## config.mk

```make
export PLATFORM = sky130hd
export DESIGN_NAME = toycpu_bus_responder
export DESIGN_NICKNAME = d
export VERILOG_FILES = /design/src/rtl/toycpu_pkg.sv /design/src/rtl/toycpu_serial_loader.sv /design/src/rtl/toycpu_bus_responder.sv
export SDC_FILE = /design/constraint.sdc
export NUM_CORES = 1
export LEC_CHECK = 0
export ABC_CLOCK_PERIOD_IN_PS = 5250
export BUFFER_PORTS_ARGS = -buffer_cell sky130_fd_sc_hd__buf_2
export CORE_MARGIN = 2
export CORE_UTILIZATION = 46
export CTS_CLUSTER_SIZE = 10
export DETAILED_ROUTE_END_ITERATION = 10
export GPL_ROUTABILITY_DRIVEN = 0
export PLACE_DENSITY = 0.69
export SLEW_MARGIN = 20
export SYNTH_ARGS = -nofsm -noshare
export SYNTH_HDL_FRONTEND = slang
export SYNTH_SLANG_ARGS = --single-unit
```

## constraint.sdc

```tcl
create_clock -name clk -period 5.25 [get_ports clk]
set_clock_uncertainty 0.1 [all_clocks]
set_input_delay 1.05 -clock clk [delete_from_list [all_inputs] [get_ports clk]]
set_output_delay 1.05 -clock clk [all_outputs]
set_load 0.01 [all_outputs]
```

## src/rtl/toycpu_pkg.sv

```systemverilog
// toycpu_pkg: shared widths, default port addresses and loader state encoding
package toycpu_pkg;
  localparam int ADDR_W = 4;
  localparam int DATA_W = 8;
  localparam int FRAME_BITS = 12;
  localparam logic [ADDR_W-1:0] IN_ADDR_DEF = 4'hE;
  localparam logic [ADDR_W-1:0] OUT_ADDR_DEF = 4'hF;
  typedef enum logic [1:0] {IDLE, SHIFT, COMMIT} ld_state_e;
endpackage

```

## src/rtl/toycpu_serial_loader.sv

```systemverilog
// toycpu_serial_loader: collects 12-bit address/data frames MSB first and strobes a commit
module toycpu_serial_loader
  import toycpu_pkg::*;
(
  input  logic              clk,
  input  logic              rst_n,
  input  logic              ld_en,
  input  logic              ld_valid,
  input  logic              ld_bit,
  output logic [ADDR_W-1:0] frame_addr,
  output logic [DATA_W-1:0] frame_data,
  output logic              commit,
  output logic              hold
);
  ld_state_e state, state_n;
  logic [3:0] cnt, cnt_n;
  logic [FRAME_BITS-1:0] sr, sr_n;
  always_ff @(posedge clk) begin
    if (!rst_n) begin
      state <= IDLE;
      cnt <= '0;
      sr <= '0;
    end else begin
      state <= state_n;
      cnt <= cnt_n;
      sr <= sr_n;
    end
  end
  always_comb begin
    state_n = state;
    cnt_n = cnt;
    sr_n = sr;
    case (state)
      IDLE: begin
        state_n = ld_en ? SHIFT : IDLE;
        cnt_n = '0;
      end
      SHIFT: begin
        if (!ld_en) begin
          state_n = IDLE;
          cnt_n = '0;
        end else if (ld_valid) begin
          sr_n = {sr[FRAME_BITS-2:0], ld_bit};
          cnt_n = cnt + 4'd1;
          state_n = (cnt == 4'(FRAME_BITS - 1)) ? COMMIT : SHIFT;
        end
      end
      COMMIT: begin
        state_n = ld_en ? SHIFT : IDLE;
        cnt_n = '0;
      end
      default: state_n = IDLE;
    endcase
  end
  assign frame_addr = sr[FRAME_BITS-1:DATA_W];
  assign frame_data = sr[DATA_W-1:0];
  assign commit = (state == COMMIT);
  assign hold = (state != IDLE);
endmodule

```

## src/rtl/toycpu_bus_responder.sv

```systemverilog
// toycpu_bus_responder: 16x8 memory with mapped in/out ports and serial program loader
module toycpu_bus_responder
  import toycpu_pkg::*;
#(
  parameter logic [ADDR_W-1:0] IN_ADDR = IN_ADDR_DEF,
  parameter logic [ADDR_W-1:0] OUT_ADDR = OUT_ADDR_DEF,
  parameter int SYNC_STAGES = 2
) (
  input  logic              clk,
  input  logic              rst_n,
  input  logic [ADDR_W-1:0] cpu_addr,
  input  logic [DATA_W-1:0] cpu_wdata,
  input  logic              cpu_we,
  output logic [DATA_W-1:0] cpu_rdata,
  output logic              cpu_hold,
  input  logic              ld_en,
  input  logic              ld_valid,
  input  logic              ld_bit,
  output logic              ld_done,
  input  logic [DATA_W-1:0] in_port,
  output logic [DATA_W-1:0] out_port
);
  logic [DATA_W-1:0] mem [2**ADDR_W];
  logic [DATA_W-1:0] sync_q [SYNC_STAGES];
  logic [ADDR_W-1:0] f_addr, wa;
  logic [DATA_W-1:0] f_data, wd;
  logic commit, hold, we;
  toycpu_serial_loader u_loader (
    .clk(clk),
    .rst_n(rst_n),
    .ld_en(ld_en),
    .ld_valid(ld_valid),
    .ld_bit(ld_bit),
    .frame_addr(f_addr),
    .frame_data(f_data),
    .commit(commit),
    .hold(hold)
  );
  assign we = commit | (cpu_we & ~hold);
  assign wa = commit ? f_addr : cpu_addr;
  assign wd = commit ? f_data : cpu_wdata;
  always_ff @(posedge clk) begin
    if (!rst_n) begin
      for (int i = 0; i < 2**ADDR_W; i++) mem[i] <= '0;
      for (int i = 0; i < SYNC_STAGES; i++) sync_q[i] <= '0;
      out_port <= '0;
    end else begin
      sync_q[0] <= in_port;
      for (int i = 1; i < SYNC_STAGES; i++) sync_q[i] <= sync_q[i-1];
      if (we && wa == OUT_ADDR) out_port <= wd;
      else if (we && wa != IN_ADDR) mem[wa] <= wd;
    end
  end
  assign cpu_rdata = (cpu_addr == IN_ADDR) ? sync_q[SYNC_STAGES-1] :
                     (cpu_addr == OUT_ADDR) ? out_port : mem[cpu_addr];
  assign cpu_hold = hold;
  assign ld_done = commit;
endmodule
```

# After elaboration in Yosys (flattened, before gate mapping)
# Memories as Yosys holds them, arrays and structs flattened.
# Index checks and enable logic that the tools add are counted.
# op_classes
add_sub_neg	1
n_eq_ne	8
muxes	23
bitwise_logic	5
reduce_logical	9
# op_table
cell	count
2-to-1 mux 8 bit	6
equality test 4 bit, second input constant	4
2-to-1 mux 4 bit	4
2-to-1 mux 1 bit	8
one-hot mux 4 bit (2 select lines)	1
OR reduction 8 bit	1
2-to-1 mux 2 bit	3
adder 4 x 1 -> 4 bit, second input constant	1
!= test 4 bit, second input constant	1
one-hot mux 2 bit (2 select lines)	1
nonzero test 2 bit	2
!= test 3 bit, second input constant	1
bitwise OR 1 bit	3
AND reduction 3 bit	1
equality test 2 x 1 -> 1 bit, second input constant	1
equality test 2 bit, second input constant	1
logical AND 1 bit	2
zero test 2 bit	1
AND reduction 2 bit	1
OR reduction 2 bit	1
bitwise AND 1 bit	1
inverter 1 bit	1
# word_totals
reg_bits	26
ram_bits	144
inputBits	26
out_inout_bits	18
elab_cells	52
mem_count	2
# memory_table
name	words	width	rd	rd_ports_with_merged_regs	wr	line	source
mem	16	8	1	0	16	toycpu_bus_responder.sv:23	logic [DATA_W-1:0] mem [2**ADDR_W];
sync_q	2	8	2	0	2	toycpu_bus_responder.sv:24	logic [DATA_W-1:0] sync_q [SYNC_STAGES];

# Depth between registers and ports, before layout
# depth
ltp_word	11
ltp_mapped	7

# Hierarchy
# A second synthesis with hierarchy kept.
# hier_totals
hier_cells	571
area_unflattened_um2	7070.5
# modules_own_cells
module	n_inst	cells_per_inst	area_per_inst_um2
toycpu_bus_responder	1	485	6319.8
toycpu_serial_loader	1	86	750.7

# Least setup slack after synthesis
# Ideal clock, no wire load.
# synth_path
path_type	input to output
from	input cpu_addr[0]
to	output cpu_rdata[0]
t_arrival_ps	2247
path_slack_ps	1853
cell_stages	7
path_cell_list	buf_6 buf_8 buf_6 inv_2 nand3_1 o22a_1 a32oi_1
# synth_between
elab_chain_len	3
word_cells_on_any_way	5
classes_between	eq/ne: 2; mux: 2; memory: 1
# synth_rtl
item	line	source
start: declaration	toycpu_bus_responder.sv:11	input logic [ADDR_W-1:0] cpu_addr,
memory (16 x 8 bit) or equality test 4 bit (tied branches)	-	
2-to-1 mux 8 bit	toycpu_bus_responder.sv:55	(cpu_addr == OUT_ADDR) ? out_port : mem[cpu_addr];
2-to-1 mux 8 bit *	toycpu_bus_responder.sv:54	assign cpu_rdata = (cpu_addr == IN_ADDR) ? sync_q[SYNC_STAGES-1] :
end: declaration	toycpu_bus_responder.sv:14	output logic [DATA_W-1:0] cpu_rdata,
# Mark *: on every way between the ends. The rest lies on a longest branch, timed or not.

# Worst setup path in the final report
# layout_path
from	input cpu_addr[1]
to	output cpu_rdata[0]
# The elaborated chain is that of the path after synthesis.

==> metrics.yaml <==
crit_path_top_delay_cell: "buf_2"
synth-warning-count: 0
drv_cap: 0
fin_crit_sh: 0.818
grt_max_degree: 46
ant_nets: 0
finalWirelength_um: 17000
start_kind: "input port"
seq_area_frac_synth: 0.612
power_switching_w: 0.000626
grt_first_pass_wirelength_um: 26500
crit_top_cell: "buf_2"
clkSlewWorstSetupHoldPaths_ps: 60
synthAdderAreaFrac: 0.00172
cp.required_ps: 4100
power_density_nw_per_um2: 344
layout_common_cells: "120 x edfxtp_1, 117 x nor2_1, 47 x nand2_1, 43 x buf_2, 42 x dfxtp_1"
hold-worst-slack_ps: 335
cp_max_fo: 45
htree_levels: 4
die_height_um: 130
synth-xor-area-share: 0
p_comb_frac: 0.072
mostFrequentLayoutCell: "edfxtp_1"
relSlewSlack: 0.218
crit_family: "buffers and inverters"
port_buffers: 43
overflow: 0
yosysTopAreaCell: "edfxtp_1"
synth_edf_count: 120
worstSkewPairLatency_ps: 420
worst_setup_path_end_kind: "output port"
via_per_inst: 5.72
crit_arrival_ps: 3140
ir_drop_mv: 0.244
finalSetupTns_ps: 0
synth_cell_types: 50
path_buf_inv: 3
seq_power_share: 0.507
ys_ff_latch: 162
worstPathCellList: "buf_2 > inv_1 > nand2_1 > o221ai_1 > a32oi_1 > buf_2"
p_leak_nw: 3.14
max_stage_delay_ps: 800
syn_to_final_growth_pct: 12.5
drc: 0
wl_per_cell_um: 20.3
grt_pass1_vias: 4744
layout.nets: 642
tightest_slew_ps: 1150
cts_tree: "built"
synthSimpleGateAreaFrac: 0.148
drv_slew: 0
io_pins: 44
dieArea_um2: 16800
synthArstFlopShare: 0
cts_max_path_buffers: 2
vias: 4802
finalSetupViolCount: 0
layout_min_cycle_time_ps: 4290
hold_buffers: 0
synth_mux_area_frac: 0.119
syn_inst: 578
hold_violations: 0
row_count: 45
coreArea_um2: 15300
clkSinkCount: 162
rsz0062_at_grt: "false"
synth_area_leaders: "edfxtp_1 50%, dfxtp_1 12%, nor2_1 6.1%"
clockPowerShare: 0.421
avgSynthCellArea_um2: 12.6
critPathKind: "in -> out"
dieWidth_um: 130
synth_compound_area_frac: 0.0845
ctsResizeCount: 0
root_buffer: "clkbuf_16"
grtUsageTotal: 0.216
antenna_found_initial: 1
drive_gt1_frac: 0.202
synth_area_um2: 7260
fmax_mhz: 233
synth_top_family_by_area: "simple AND/OR/NAND/NOR gates"
synth_top_area_share: 0.497
start_util: 0.474
status: "completed"
worstHoldPathType: "reg -> reg"
dp_hpwl_um: 11000
ys.flop_type: "edfxtp_1"
p_sw_frac: 0.223
numCtsBuffers: 17
internal-power_w: 0.00218
drtIter0Drc: 459
postCtsSetupBuffers: 0
dr.pass1.iters: 5
## state kept, by name, indices dropped and copies added (netlist names)
signal / cells
out_port: 8
u_loader.cnt: 4
u_loader.state: 2
mem: 120
sync_q: 16
u_loader.sr: 12
## cells in the mapped netlist (3+ instances only)
library cell / number
a211oi_1: 8
a21oi_1: 22
a31o_2: 3
a31oi_1: 9
a32oi_1: 8
and2_1: 18
and3_1: 3
buf_2: 20
buf_4: 4
buf_6: 3
clkbuf_1: 10
dfxtp_1: 42
edfxtp_1: 120
inv_1: 4
mux2_2: 9
mux2i_1: 31
mux2i_2: 4
mux4_1: 10
mux4_2: 6
nand2_1: 47
nand3_2: 12
nor2_1: 117
nor2b_1: 3
o21a_1: 9
o21ai_0: 3
o221ai_1: 8
o22a_1: 8
or2_2: 9
## stage by stage
stage | std cells | instance area [um2] | power [W] | utilization | setup WS [ps]
global route | 839 | 8160 | 0.00289 | 0.533 | 835
global placement | 807 | 7590 | 0.00164 | 0.496 | 1030
finish | 840 | 8160 | 0.00281 | 0.533 | 958
detailed placement | 807 | 7590 | 0.00165 | 0.496 | 992
CTS | 839 | 8160 | 0.00281 | 0.533 | 970
floorplan | 585 | 7280 | 0.00158 | - | 1850
## path summary, 6_finish.rpt
check,start,endpoint,slack [ps],cells after the start
worst max-delay path,cpu_addr[1],cpu_rdata[0],960,6
worst min-delay path,sync_q[0][2],sync_q[0][10],330,1
worst min register to register,sync_q[0][2],sync_q[0][10],330,1
worst max register to register,u_loader.state[0],mem[3][0],2340,5
## power groups by stage
stage / Sequential [W] / Combinational, W / Clock, W
after global routing: 0.00143 / 0.000216 / 0.00124
after global placement: 0.00145 / 0.000195 / 0
after floorplan: 0.00145 / 0.000137 / 0
final: 0.00142 / 0.000201 / 0.00118
after detailed placement: 0.00145 / 0.000200 / 0
after CTS: 0.00142 / 0.000200 / 0.00119
## cell type report
type                    count  area [um2]
well taps                 211         264
fillers                  1317        7150
clock buffers              28         539
inverters                   5        18.8
flip-flops and latches    162        4440
repair buffers             51         275
multi-input cells         378        2590
clock inverters             4        22.5
diodes                      1        2.50
## metal layers
metal,global-route usage,up-vias,share of wire
li1,-,2198,-
met1,0.290,2368,0.43
met2,0.336,203,0.47
met3,0.0495,33,0.067
met4,0.104,0,0.032
met5,0,-,0
## logic make-up after synthesis
group / count (synthesis)
AOI/OAI and AO/OA: 84
adders and majority gates: 1
muxes: 60
DFF: 162
and+or+nand+nor: 225
other: 1
buffers and inverters: 45
(Power assumes the default switching activity.)
